$ cat config.mk
export PLATFORM = sky130hd
export DESIGN_NAME = if_id
export DESIGN_NICKNAME = d
export VERILOG_FILES = /design/src/rtl/if_id.sv
export SDC_FILE = /design/constraint.sdc
export NUM_CORES = 1
export LEC_CHECK = 0
export BUFFER_PORTS_ARGS = -buffer_cell sky130_fd_sc_hd__buf_2
export CORE_MARGIN = 2
export CORE_UTILIZATION = 50
export CTS_CLUSTER_SIZE = 40
export DETAILED_ROUTE_END_ITERATION = 8
export GPL_ROUTABILITY_DRIVEN = 0
export PLACE_DENSITY = 0.84
export SLEW_MARGIN = 20
export SYNTH_ARGS = -nofsm -noshare
export SYNTH_HDL_FRONTEND = slang
export SYNTH_SLANG_ARGS = --single-unit
$ cat constraint.sdc
create_clock -name clk -period 1.7 [get_ports clk]
set_input_delay 0.17 -clock clk [delete_from_list [all_inputs] [get_ports clk]]
set_output_delay 0.17 -clock clk [all_outputs]
set_load 0.05 [all_outputs]
$ cat src/rtl/if_id.sv
// IF/ID pipeline register: latches fetch PC/instruction into decode with stall, bubble and flush handling.
// Optional saturating perf counters enabled by defining IF_ID_PERF_EN.
`ifndef INST_ADDR_WIDTH
`define INST_ADDR_WIDTH 32
`endif
`ifndef CTRL_WIDTH
`define CTRL_WIDTH 6
`endif

module if_id #(
    parameter int                 ADDR_W   = `INST_ADDR_WIDTH,
    parameter int                 INST_W   = 32,
    parameter logic [INST_W-1:0]  NOP_INST = 32'h0000_0000,
    parameter int                 CNT_W    = 32
) (
    input  logic                    clk,
    input  logic                    rst_n,
    input  logic [`CTRL_WIDTH-1:0]  stall,
    input  logic                    flush,
    input  logic                    pc_enable,
    input  logic [ADDR_W-1:0]       if_pc,
    input  logic [INST_W-1:0]       if_inst,
    output logic [ADDR_W-1:0]       id_pc,
    output logic [INST_W-1:0]       id_inst,
    output logic                    id_valid
`ifdef IF_ID_PERF_EN
   ,output logic [CNT_W-1:0]        perf_inst,
    output logic [CNT_W-1:0]        perf_stall,
    output logic [CNT_W-1:0]        perf_bubble
`endif
);
    localparam int CW = `CTRL_WIDTH;
    localparam logic [CW-1:0] STALL_USED = CW'(3'b110);

    typedef enum logic [1:0] {IDLE = 2'd0, RUN = 2'd1, HOLD = 2'd2} state_t;

    state_t r_state, w_state_nxt;
    logic   w_clear, w_hold, w_bubble, w_pass;
    logic   w_unused_stall;

    // Only the IF (bit1) and ID (bit2) stall lines matter to this stage.
    assign w_unused_stall = |(stall & ~STALL_USED);

    always_comb begin
        w_clear  = flush | ~pc_enable;
        w_hold   = 1'b0;
        w_bubble = 1'b0;
        w_pass   = 1'b0;
        if (!w_clear) begin
            if (stall[2])      w_hold   = 1'b1;
            else if (stall[1]) w_bubble = 1'b1;
            else               w_pass   = 1'b1;
        end
    end

    always_comb begin
        w_state_nxt = r_state;
        if (flush)           w_state_nxt = pc_enable ? RUN : IDLE;
        else if (!pc_enable) w_state_nxt = IDLE;
        else begin
            case (r_state)
                IDLE:    w_state_nxt = RUN;
                RUN:     if (stall[2])  w_state_nxt = HOLD;
                HOLD:    if (!stall[2]) w_state_nxt = RUN;
                default: w_state_nxt = IDLE;
            endcase
        end
    end

    always_ff @(posedge clk or negedge rst_n) begin
        if (!rst_n) r_state <= IDLE;
        else        r_state <= w_state_nxt;
    end

    always_ff @(posedge clk or negedge rst_n) begin
        if (!rst_n) begin
            id_pc    <= '0;
            id_inst  <= NOP_INST;
            id_valid <= 1'b0;
        end else if (w_clear) begin
            id_pc    <= '0;
            id_inst  <= NOP_INST;
            id_valid <= 1'b0;
        end else if (w_bubble) begin
            id_inst  <= NOP_INST;
            id_valid <= 1'b0;
        end else if (w_pass) begin
            id_pc    <= if_pc;
            id_inst  <= if_inst;
            id_valid <= 1'b1;
        end
    end

`ifdef IF_ID_PERF_EN
    // Counters stick at all-ones rather than wrapping.
    always_ff @(posedge clk or negedge rst_n) begin
        if (!rst_n) begin
            perf_inst   <= '0;
            perf_stall  <= '0;
            perf_bubble <= '0;
        end else begin
            if (w_pass && perf_inst != '1)                     perf_inst   <= perf_inst + 1'b1;
            if (r_state == HOLD && perf_stall != '1)           perf_stall  <= perf_stall + 1'b1;
            if ((flush || w_bubble) && perf_bubble != '1)      perf_bubble <= perf_bubble + 1'b1;
        end
    end
`endif

endmodule

==> results summary, run 1 <==
In this run the number of cells on the critical path is 1. After synthesis the cells add up to between 2000 and 3000 µm². The end of the worst register-to-register path is id_pc[14]$_DFFE_PN0P_.

The adder-cell share of the synthesized area came out at 0%. The remaining design rule violation count came out at 0. The power per cell area is approximately 860 nW/µm². Synthesis handed over a netlist of a little under 300 instances.

The number of library cell types mapped by synthesis is 13. VDD sags by at most approximately 0.00054 V. The first global-routing pass estimated approximately 11000 µm of wire.

The first TritonRoute pass finished after 4 iterations. Setup violations remaining at the end of the flow were counted as 0. The starting density of the core came out at between 50% and 60%. The cell sitting at the root of the clock tree is a sky130_fd_sc_hd__clkbuf_8. The number of rows in the core area came out at 28. Entering global routing, the biggest net connects 50 pins. After clock tree synthesis, the flow added hold-fix buffers numbering 1. Summing the areas of all and, or, nand and nor instances in the mapped netlist gives 23.3% of the synthesized area. In this run the deepest clock path goes through 2 buffers. The quantity of gates resized following cts came out at 0.

The detailed-route wire length per cell is roughly 14 µm. Summed over all cells, the static leakage comes to between 1.5 and 2 nW. The signal on the critical path passes through buf_2.

The number of nets in the final layout came out at ~500. The count of buffer and inverter cells on the critical path is 1. The path class of the tightest hold or removal check is primary input to flip-flop. The xor and xnor fraction of the mapped netlist area is 0%. TritonCTS built the clock tree. The startpoint of the lowest-slack register-to-register path is id_pc[14]$_DFFE_PN0P_.

The post-synth net total came out at around 370. The total negative slack for setup checks is 0 ns. The final hold violation count is 0. By startpoint and endpoint, the worst setup path is classified as flip-flop to output port. Counting flops and latches in the post-synthesis netlist gives 65. The worst setup path is launched from a flip-flop.

The number of placed cells counting well taps is roughly 480. The DRC violation total after the first TritonRoute iteration is between 100 and 150. Detailed placement finished with a half-perimeter wire length of 4790 µm. The sum of routed wire length over all layers came out at about 7100 µm.

The flow ran to the end, and the final reports show no timing, DRC or antenna violations. In the global route stage, overall resource usage came out at between 20% and 30%. In this run the post-CTS setup repair buffer count came out at 0. The data required time of the worst path is 1.53 ns.

The transition time at the pin with the least slew margin came out at approximately 0.54 ns. The total clock buffers created by CTS came out at 9. The headroom to the max-slew limit came out at between 60% and 70%.

The number of I/O pins came out at between 100 and 150. The height of the die came out at about 81 µm. The count of fill cells added during filler insertion is 475.

Across all register-to-register paths, the minimum setup slack is 1.00 ns. The via count of the first global-routing pass is between 2000 and 2500. Broken down by cell family, the worst path's largest delay share belongs to flip-flops.

From synthesis to final layout, the design area changed by 31.4%. The upper clock frequency limit came out at 0.879 GHz. The die span in x is between 80 and 90 µm. In this run the worst setup path terminates at id_inst[7]. The area of all placed cells without fillers is 3930 µm².

Leaving out filler cells and counting taps, the final layout contains slightly below 500. The mux cell area share after synthesis is 0%. The biggest fanout along the worst timing path came out at 2. The die area is between 6000 and 7000 µm².

The synthesized netlist devotes 16.5% of its cell area to compound gates. The worst setup path is captured at an output port. The dominant combinational cell family by area after synthesis is simple AND/OR/NAND/NOR gates. The via-per-instance ratio is 5.23. The number of cells on the worst reg-to-reg path came out at 2. Across the run, the number of max-cap violations was 0.

The count of H-tree levels built during CTS is 3. The clock period minus worst slack came out at 1.14 ns. The number of sinks handled by clock tree synthesis is 65. Summing the sequential cell areas from Yosys gives between 50% and 60% of the chip area.

The cell area after placement is around 3700 µm². The clock-pin slew reported for the worst setup and hold paths after clock tree synthesis came out at about 0.07 ns. The worst clock skew came out at 0 ns. The area occupied by multi-input gates is about 1200 µm².

The core region area came out at 5850 µm². For this run, the slowest stage of the critical path takes between 0.3 and 0.4 ns. At the later pin of the worst-skew pair, clock insertion delay measures about 0.33 ns.

The count of antenna diodes in the layout is 0. The post-route netlist has a little under two fifths of its cells at a drive strength greater than 1. In this run the remaining antenna-violating nets after routing total 0.

The footprint of the flip-flops and latches is around 1600 µm². The initial antenna violation count came to 0. Input and output buffers added on the ports amount to ~130.

The number of pins exceeding their max-slew limit in the final report is 0. The critical path starts at id_inst[7]$_DFFE_PN0P_. The arrival time at the worst endpoint came out at 0.97 ns. The total number of vias came out at roughly 2600.

After global routing the overflow that remains totals 0. The slowest stage cell on the critical path is sky130_fd_sc_hd__dfrtp_1. Setup repair after global routing left no endpoint under its margin. The average footprint of a synthesized cell is about 10 µm². The part of the cycle the worst path needs came out at ~67%. The count of warnings emitted by yosys is 0.
==> Yosys cell counts <==
master	n	share of area (%)
sky130_fd_sc_hd__clkbuf_1	17	2.1
sky130_fd_sc_hd__a21oi_1	63	11
sky130_fd_sc_hd__a21oi_2	2	0.59
sky130_fd_sc_hd__nand2_1	33	4.1
sky130_fd_sc_hd__buf_6	7	2.6
sky130_fd_sc_hd__o21ai_1	5	0.84
sky130_fd_sc_hd__or3b_1	64	19
sky130_fd_sc_hd__buf_2	6	1.0
sky130_fd_sc_hd__o21ai_0	27	4.5
sky130_fd_sc_hd__buf_1	1	0.13
sky130_fd_sc_hd__nand2b_1	1	0.21
sky130_fd_sc_hd__or2_2	1	0.21
sky130_fd_sc_hd__dfrtp_1	65	54
==> layout by cell type, fill, tap and decap left out, types with 2 or more instances in the layout <==
cell type | Yosys | layout
sky130_fd_sc_hd__a21oi_1 | 63 | 63
sky130_fd_sc_hd__clkbuf_8 | 0 | 12
sky130_fd_sc_hd__dfrtp_1 | 65 | 65
sky130_fd_sc_hd__o21ai_1 | 5 | 5
sky130_fd_sc_hd__clkbuf_1 | 17 | 2
sky130_fd_sc_hd__buf_12 | 0 | 6
sky130_fd_sc_hd__a21oi_2 | 2 | 2
sky130_fd_sc_hd__buf_4 | 0 | 2
sky130_fd_sc_hd__o21ai_0 | 27 | 27
sky130_fd_sc_hd__nand2_1 | 33 | 33
sky130_fd_sc_hd__buf_2 | 6 | 133
sky130_fd_sc_hd__or3b_1 | 64 | 64
==> cells by family after synthesis <==
| group | after synthesis |
|---|---|
| buffers and inverters | 31 |
| AO/OA/AOI/OAI | 97 |
| flip-flops | 65 |
| AND/OR/NAND/NOR | 99 |
==> per-stage QoR <==
step | setup slack, ns | power (mW) | utilization, % | hold slack, ns
floorplan | 0.713 | 1.90 | - | -0.126
global placement | 0.496 | 2.07 | 63.5 | 0.171
detailed placement | 0.432 | 2.08 | 63.5 | 0.187
CTS | 0.555 | 3.43 | 67.2 | 0.156
global route | 0.523 | 3.54 | 67.2 | 0.161
finish | 0.562 | 3.40 | 67.2 | 0.163
==> worst min path at each step <==
stage               startpoint                       to  slack (ns)  cells after the start
floorplan                rst_n   id_inst[0]$_DFFE_PN0P_       -0.13                      0
global placement         rst_n  id_inst[18]$_DFFE_PN0P_        0.17                      1
global route         if_pc[17]    id_pc[17]$_DFFE_PN0P_        0.16                      3
CTS                  if_pc[28]    id_pc[28]$_DFFE_PN0P_        0.16                      3
finish               if_pc[17]    id_pc[17]$_DFFE_PN0P_        0.16                      3
detailed placement       rst_n  id_inst[20]$_DFFE_PN0P_        0.19                      1
==> report_power, final <==
part | internal, mW | switching (mW) | total, mW
sequential | 1.58 | 0.0150 | 1.59
combinational | 0.165 | 0.293 | 0.459
clock | 0.798 | 0.552 | 1.35
total | 2.54 | 0.860 | 3.40
==> per-layer routing <==
metal  vias to the layer above  part of all wire [%]  wire (µm)  GRT usage (%)
li1                       1268                     -          -              -
met1                      1213                    41       2930           26.7
met2                        90                    51       3610           36.9
met3                        12                   6.3        449           5.67
met4                         0                   1.9        137           10.0
met5                         -                     0          0              0
==> flip-flops by register name, summed over array words and instances (netlist names) <==
name	cells
id_inst	32
id_pc	32
id_valid	1
==> final cells by class <==
cell class	count	area share, %
Clock buffer	14	4.39
Multi-Input combinational cell	196	30.3
Sequential cell	65	41.4
Clock inverter	2	0.891
Tap cell	75	2.39
Timing Repair Buffer	142	20.6
Note: power is estimated with default switching activity, not from simulation.
==> run 2: changes to the inputs <==
--- a/config.mk
+++ b/config.mk
@@ -7,11 +7,11 @@
 export LEC_CHECK = 0
 export BUFFER_PORTS_ARGS = -buffer_cell sky130_fd_sc_hd__buf_2
 export CORE_MARGIN = 2
-export CORE_UTILIZATION = 50
+export CORE_UTILIZATION = 47
 export CTS_CLUSTER_SIZE = 40
 export DETAILED_ROUTE_END_ITERATION = 8
 export GPL_ROUTABILITY_DRIVEN = 0
-export PLACE_DENSITY = 0.84
+export PLACE_DENSITY = 0.79
 export SLEW_MARGIN = 20
 export SYNTH_ARGS = -nofsm -noshare
 export SYNTH_HDL_FRONTEND = slang
==> constraint.sdc (replaced) <==
create_clock -name clk -period 1.1 [get_ports clk]
set_input_delay 0.11 -clock clk [delete_from_list [all_inputs] [get_ports clk]]
set_output_delay 0.11 -clock clk [all_outputs]
set_load 0.05 [all_outputs]
==> run 2 against run 1 <==
  * Cell count grew 0.40%
  * Largest cell class unchanged
  * Clock skew is the same
  * Count of clock-buffer cells in the layout down 3
  * Routed wire length decreased by 7.6%
  * Critical endpoint is now id_inst[0]
  * Clock power is 34% higher
  * Via count is 1.0% lower
  * Worst hold slack lost 0.055 ns
  * Worst setup slack got worse by 0.52 ns
  * Largest power group unchanged
  * Die area grew 6.1%
  * Critical path depth stayed put
  * Sequential share of layout area up 0.28 points
  * Utilization is 4.6 points lower
==> results summary, run 2 (synthesis results as in run 1) <==
The via-per-instance ratio is a little over 5. The power per cell area came out at around 1300 nW/µm². The number of rows in the core area came out at 29. The count of H-tree levels built during CTS came out at 3. The number of cells on the worst reg-to-reg path came out at 2.

Broken down by cell family, the worst path's largest delay share belongs to flip-flops. The remaining design rule violation count came out at 0. The total number of vias came out at 2557. The data required time of the worst path came out at roughly 1 ns. The height of the die is about 84 µm. The count of buffer and inverter cells on the critical path came out at 1.

The detailed placer's ending HPWL is roughly 4300 µm. The worst setup path is captured at an output port. The number of buffers on the longest clock path came out at 2. The library cell used most frequently in the layout, excluding fill and tap cells, is sky130_fd_sc_hd__buf_2. In this run the critical register-to-register path is launched from id_pc[20]$_DFFE_PN0P_. The transition time at the pin with the least slew margin is 0.419 ns. The critical path in this run is classified as flip-flop to output port. Setup repair after global routing left no endpoint under its margin. Based on the critical path, the design can be clocked at up to ~0.95 GHz. The endpoint identified for the worst register-to-register timing path is id_pc[20]$_DFFE_PN0P_. Of the cells placed in the final design, the portion with a size suffix greater than 1 is about two fifths. The clock root buffer master is sky130_fd_sc_hd__clkbuf_8. The tightest hold path in the finished design has a slack of 0.109 ns. The port buffer count is about 130. In the layout the commonest cells are sky130_fd_sc_hd__buf_2, sky130_fd_sc_hd__dfrtp_1, sky130_fd_sc_hd__or3b_1, sky130_fd_sc_hd__a21oi_1, sky130_fd_sc_hd__nand2_1. The total clock buffers created by CTS came out at 9. Cells fill about 63% of the core in the end. The synthesis-to-finish area growth came out at 30.5%.

The clock latency reported for the late side of the worst-skew pair is 0.32 ns. The number of I/O pins came out at approximately 140. The total global routing track utilization came out at between 10% and 20%. The starting density of the core came out at between 40% and 50%. The max-capacitance violation count came out at 0. The final hold violation count is 0.

Subtracting the final worst setup slack from the clock period gives approximately 1.1 ns. The number of pins exceeding their max-slew limit in the final report came out at 0. The arrival time at the worst endpoint is about 0.95 ns. In this run the most critical hold path is launched from if_pc[21].

The first routing iteration left about 140 violations. The sum of routed wire length over all layers is ~6600 µm. The CTS tree is yes. The headroom to the max-slew limit came out at a little over 70%. The analysis attributes to cell leakage a power of around 1.9 nW. The largest registers in the layout are id_inst (32), id_pc (32), id_valid (1). The run finished with clean final reports.

The number of detailed-route iterations in the first pass is 5. The path class of the tightest hold or removal check is primary input to flip-flop. The die span in x is 83.8 µm. The number of routed nets with antenna violations came out at 0. Walking the worst path, the cells encountered are buf_2. The core region area is between 6000 and 7000 µm². On the final layout, the worst clock skew is 0 ns. The count of antenna diodes in the layout is 0. After clock tree synthesis, the clock-pin slew on the worst setup and hold paths is approximately 0.080 ns. The via count of the first global-routing pass was between 2000 and 2500. The die area is 7020 µm².

The total of endpoints with negative setup slack in the final report came out at 0. The number of nets in the final layout is 488. The initial antenna violation count came to 0. The biggest fanout along the worst timing path came out at 2. Entering global routing, the biggest net connects 70 pins. The worst path uses between 90% and 100% of the clock period. The worst setup path is launched from a flip-flop. VDD sags by at most between 0.0007 and 0.0008 V. The number of sinks handled by clock tree synthesis is 65. The slowest stage cell on the critical path is sky130_fd_sc_hd__dfrtp_1.

Counting instances, the worst hold path has a depth of 3. The longest individual stage delay on the worst path is 0.35 ns. The first global-routing pass estimated roughly 11000 µm of wire. In the final routed layout, each cell accounts on average for 13.3 µm. Global routing finished with a remaining overflow of 0. The reg2reg setup slack is between 0.4 and 0.5 ns. The path with the worst hold slack has its endpoint at id_pc[21]$_DFFE_PN0P_.
==> run 2: changes by cell type in the layout (fill, tap and decap cells not counted), sizes merged <==
cell	before	now
clkbuf	14	21
bufinv	1	0
clkinvlp	0	2
clkinv	1	3
buf	141	131
==> run 2: timing repair <==
item                                    in CTS  in global routing
gates resized for setup                      0                 10
hold buffers                                 1                  0
hold endpoints to repair                    65                  0
buffers inserted                             0                  0
endpoints found under the setup margin       0                 10
==> run 2: worst max-delay path by stage <==
stage / from / endpoint / slack [ns] / depth (start not counted)
2_1_floorplan: id_pc[17]$_DFFE_PN0P_ / id_pc[17]$_DFFE_PN0P_ / 0.12 / 2
3_3_place_gp: stall[2] / id_inst[12]$_DFFE_PN0P_ / 0.05 / 4
3_5_place_dp: stall[1] / id_inst[24]$_DFFE_PN0P_ / -0.02 / 4
4_1_cts: id_inst[27]$_DFFE_PN0P_ / id_inst[27] / 0.02 / 1
5_1_grt: id_inst[22]$_DFFE_PN0P_ / id_inst[22] / 0.0006 / 1
6_report: id_inst[0]$_DFFE_PN0P_ / id_inst[0] / 0.04 / 1
==> run 2: routing by layer <==
| metal | vias to the layer above | part of all wire, % | track usage [%] |
|---|---|---|---|
| li1 | 1283 | - | - |
| met4 | 0 | 1.2 | 7.04 |
| met3 | 7 | 6.6 | 4.65 |
| met2 | 84 | 48 | 30.8 |
| met5 | - | 0 | 0 |
| met1 | 1183 | 44 | 25.8 |
==> run 2: where the power goes <==
part / leakage, nW / switching (mW) / internal, mW
registers: 0.899 / 0.0218 / 2.44
logic: 0.939 / 0.444 / 0.249
clock network: 0.0911 / 0.877 / 0.929
total: 1.93 / 1.34 / 3.61
==> run 2: final cells by class <==
type,instances,area (µm²)
fill,548,2340
sequential,65,1630
multi-input combinational,196,1190
timing repair buffer,142,808
clock buffer,11,151
tap,77,96.3
clock inverter,5,30.0
==> run 2: stage by stage <==
step           TNS [ns]  cell area, µm²  power, mW  worst slack, ns  std cells
6_report              0            3910       4.96           0.0437        496
3_3_place_gp          0            3690       3.18           0.0453        479
3_5_place_dp    -0.0174            3690       3.20          -0.0174        479
2_1_floorplan         0            2990       2.94            0.125        292
5_1_grt               0            3910       5.21         0.000578        496
4_1_cts               0            3880       5.03           0.0244        496
==> run 2: worst min-delay path: stages <==
cell and delay, ns:
sky130_fd_sc_hd__buf_2 0.09, sky130_fd_sc_hd__or3b_1 0.14, sky130_fd_sc_hd__a21oi_1 0.05
==> run 3: changes to the inputs <==
--- a/config.mk
+++ b/config.mk
@@ -7,11 +7,12 @@
 export LEC_CHECK = 0
 export BUFFER_PORTS_ARGS = -buffer_cell sky130_fd_sc_hd__buf_2
 export CORE_MARGIN = 2
-export CORE_UTILIZATION = 47
+export CORE_UTILIZATION = 50
 export CTS_CLUSTER_SIZE = 40
 export DETAILED_ROUTE_END_ITERATION = 8
 export GPL_ROUTABILITY_DRIVEN = 0
-export PLACE_DENSITY = 0.79
+export MAX_ROUTING_LAYER = met4
+export PLACE_DENSITY = 0.84
 export SLEW_MARGIN = 20
 export SYNTH_ARGS = -nofsm -noshare
 export SYNTH_HDL_FRONTEND = slang
==> constraint.sdc (replaced) <==
create_clock -name clk -period 1.3 [get_ports clk]
set_input_delay 0.13 -clock clk [delete_from_list [all_inputs] [get_ports clk]]
set_output_delay 0.13 -clock clk [all_outputs]
set_load 0.05 [all_outputs]
==> run 3 against run 2 <==
  * Die area shrank 5.7%
  * Routed wire length up 5.3%
  * Via count up 0.51%
  * Count of clock-buffer cells in the layout up 2
  * Combinational power shrank 14%
  * Sequential power decreased by 15%
  * Largest power group unchanged
==> results summary, run 3 (synthesis results as in run 1) <==
In this run switching power makes up 26.7% of total power. The met1 usage came out at between 20 and 30%. The clock-pin slew reported for the worst setup and hold paths after clock tree synthesis is approximately 0.070 ns. The clock period minus worst slack is about 1.1 ns.

The number of cells on the worst reg-to-reg path came out at 2. The total clock buffers created by CTS is 9. The biggest fanout along the worst timing path came out at 2. The internal power component is 3.07 mW. The largest registers in the layout are id_inst (32), id_pc (32), id_valid (1). The detailed-route wire length per cell came out at between 10 and 15 µm. The die area came out at around 6600 µm².

Detailed routing inserted a total of 2570 vias. The number of I/O pins came out at approximately 140. Relative to the synthesized area, the layout overhead comes to 30.3%. The number of buffers added for setup after CTS came out at 0.

The number of buffers on the longest clock path is 2. The root buffer cell chosen for the clock tree is sky130_fd_sc_hd__clkbuf_8. The relative contribution of combinational cells to total power is 14.3%. The number of detailed-route iterations in the first pass came out at 4. The largest net degree at the start of global routing is 66.

The die span in x came out at between 80 and 90 µm. The final hold violation count is 0. The initial antenna violation count came out at 0. The part of the power in registers came out at around half. Leaving out fill and tap cells, the most frequent cells in the layout are sky130_fd_sc_hd__buf_2, sky130_fd_sc_hd__dfrtp_1, sky130_fd_sc_hd__or3b_1, sky130_fd_sc_hd__a21oi_1, sky130_fd_sc_hd__nand2_1.

The share of post-route cells with drive strength above 1 is 38.2%. The starting density of the core came out at 51.2%. The worst hold path terminates at id_pc[23]$_DFFE_PN0P_. After routing, the total negative slack on setup checks comes to 0 ns. For this design the ratio of total power to cell area is 1070 nW/µm². Data arrives at the worst endpoint at roughly 0.96 ns.

The run finished with clean final reports. The via count of the first global-routing pass is about 2400. The cell area after placement came out at between 3000 and 4000 µm². The worst setup path is captured at an output port. Setup repair after global routing left no endpoint under its margin. Traced cell by cell, the critical path runs through buf_2.

The area occupied by multi-input gates is between 1000 and 1500 µm². Counting both buffers and inverters, the worst setup path holds a total of 1. The worst hold path depth came out at 3. After clock tree synthesis, the flow added hold-fix buffers numbering 1. The path class of the tightest hold or removal check is primary input to flip-flop. Summed over all layers, the global routing overflow is 0.

The end of the worst register-to-register path is id_pc[5]$_DFFE_PN0P_. Detailed placement finished with a half-perimeter wire length of ~4600 µm. met2 is the most crowded layer. In this run the tightest slew margin relative to its limit is a little under 70%. The sum of routed wire length over all layers came out at 6930 µm. The final layout contains 490 nets. In the final layout, flip-flops and latches occupy between 1500 and 2000 µm².

IR analysis of the VDD net gives a maximum drop of between 0.0006 and 0.0007 V. Leaving out fill and tap cells, the most frequent cell in the layout is sky130_fd_sc_hd__buf_2. The count of antenna diodes in the layout came out at 0. The met3 demand-to-capacity share in global routing came out at 4.78%.

With fillers left out, the area of the finished cells amounts to roughly 3900 µm². The DRC violation total after the first TritonRoute iteration is 91. The number of pins exceeding their max-slew limit in the final report came out at 0. The max-capacitance violation count came out at 0. TritonCTS built the clock tree.

In the finished design, the share of the clock period the worst path needs comes to 84.1%. The count of fill cells added during filler insertion is roughly 490. Broken down by cell family, the worst path's largest delay share belongs to flip-flops. The later pin in the worst-skew pair is clocked with a latency of approximately 0.33 ns. The port buffer count is roughly 130. The fraction of met2 tracks used by global routing came out at between 30 and 40%. The core region area came out at about 6000 µm².

The H-tree generated during clock tree synthesis spans 3 levels. The relative contribution of the clock network to total power is between 30% and 40%. The via-per-instance ratio is 5.18.

The worst clock skew came out at 0 ns. The longest individual stage delay on the worst path is around 0.37 ns. The quantity of gates resized following cts came out at 0. At the pin with the least slew margin, the transition time is about 0.47 ns. STA classifies the critical path startpoint as a flip-flop. Measured along the y axis, the die boundary spans 81.4 µm. The total of endpoints with negative setup slack in the final report is 0. For this design, the slowest cell found on the critical path is sky130_fd_sc_hd__dfrtp_1.

The number of routed nets with antenna violations came out at 0. The hold path startpoint is if_pc[23]. The remaining design rule violation count is 0. The number of rows in the core area is 28. Global routing used 22.5% of the available tracks across all layers. The first-pass GRT wire length is roughly 11000 µm. The reported net switching power came out at 1.12 mW. The setup path with the least slack is of type flip-flop to output port. The analysis attributes to cell leakage a power of 1.95 nW. The upper clock frequency limit came out at about 0.91 GHz.

The startpoint of the lowest-slack register-to-register path is id_pc[5]$_DFFE_PN0P_. The number of sinks handled by clock tree synthesis came out at 65. Data on the critical path is required at its endpoint by roughly 1.2 ns. In this run the register-to-register setup slack is 0.61 ns.
## run 3: cell count changes in the layout (fill, tap and decap cells not counted), sizes merged
cell | before | now
buf | 131 | 143
clkbuf | 21 | 13
clkinvlp | 2 | 0
## run 3: layer usage
| layer | up-vias | routed length [µm] |
|---|---|---|
| met5 | - | 0 |
| met4 | 0 | 97 |
| met3 | 8 | 353 |
| met2 | 79 | 3480 |
| met1 | 1205 | 3000 |
| li1 | 1278 | - |
## run 3: layout make-up
class / count / area share [%]
Sequential cell: 65 / 41.7
Multi-Input combinational cell: 196 / 30.6
Timing Repair Buffer: 144 / 20.9
Clock buffer: 13 / 4.07
Tap cell: 75 / 2.41
Clock inverter: 3 / 0.385
## run 3: worst max-delay path by stage
stage / start / to / slack [ns] / cells past startpoint
5_1_grt: id_inst[5]$_DFFE_PN0P_ / id_inst[5] / 0.16 / 1
4_1_cts: id_inst[30]$_DFFE_PN0P_ / id_inst[30] / 0.19 / 1
6_report: id_inst[30]$_DFFE_PN0P_ / id_inst[30] / 0.21 / 1
2_1_floorplan: id_pc[17]$_DFFE_PN0P_ / id_pc[17]$_DFFE_PN0P_ / 0.32 / 2
3_3_place_gp: stall[2] / id_pc[5]$_DFFE_PN0P_ / 0.22 / 4
3_5_place_dp: stall[2] / id_inst[4]$_DFFE_PN0P_ / 0.17 / 4
## run 3: power groups by stage
stage	combinational (mW)	clock, mW	sequential (mW)
after floorplan	0.224	0	2.26
after global placement	0.588	0	2.12
after detailed placement	0.600	0	2.12
after CTS	0.604	1.55	2.08
after global routing	0.651	1.65	2.08
final	0.597	1.51	2.08
## run 3: per-stage QoR
stage                     instances  power (mW)  hold slack [ns]  utilization (%)  setup slack [ns]
after CTS                       496        4.24            0.113             66.7             0.187
after detailed placement        479        2.72            0.177             63.5             0.166
after global placement          479        2.71            0.172             63.5             0.220
final                           496        4.18            0.127             66.7             0.207
after global routing            496        4.39            0.118             66.7             0.161
after floorplan                 292        2.49           -0.166                -             0.325
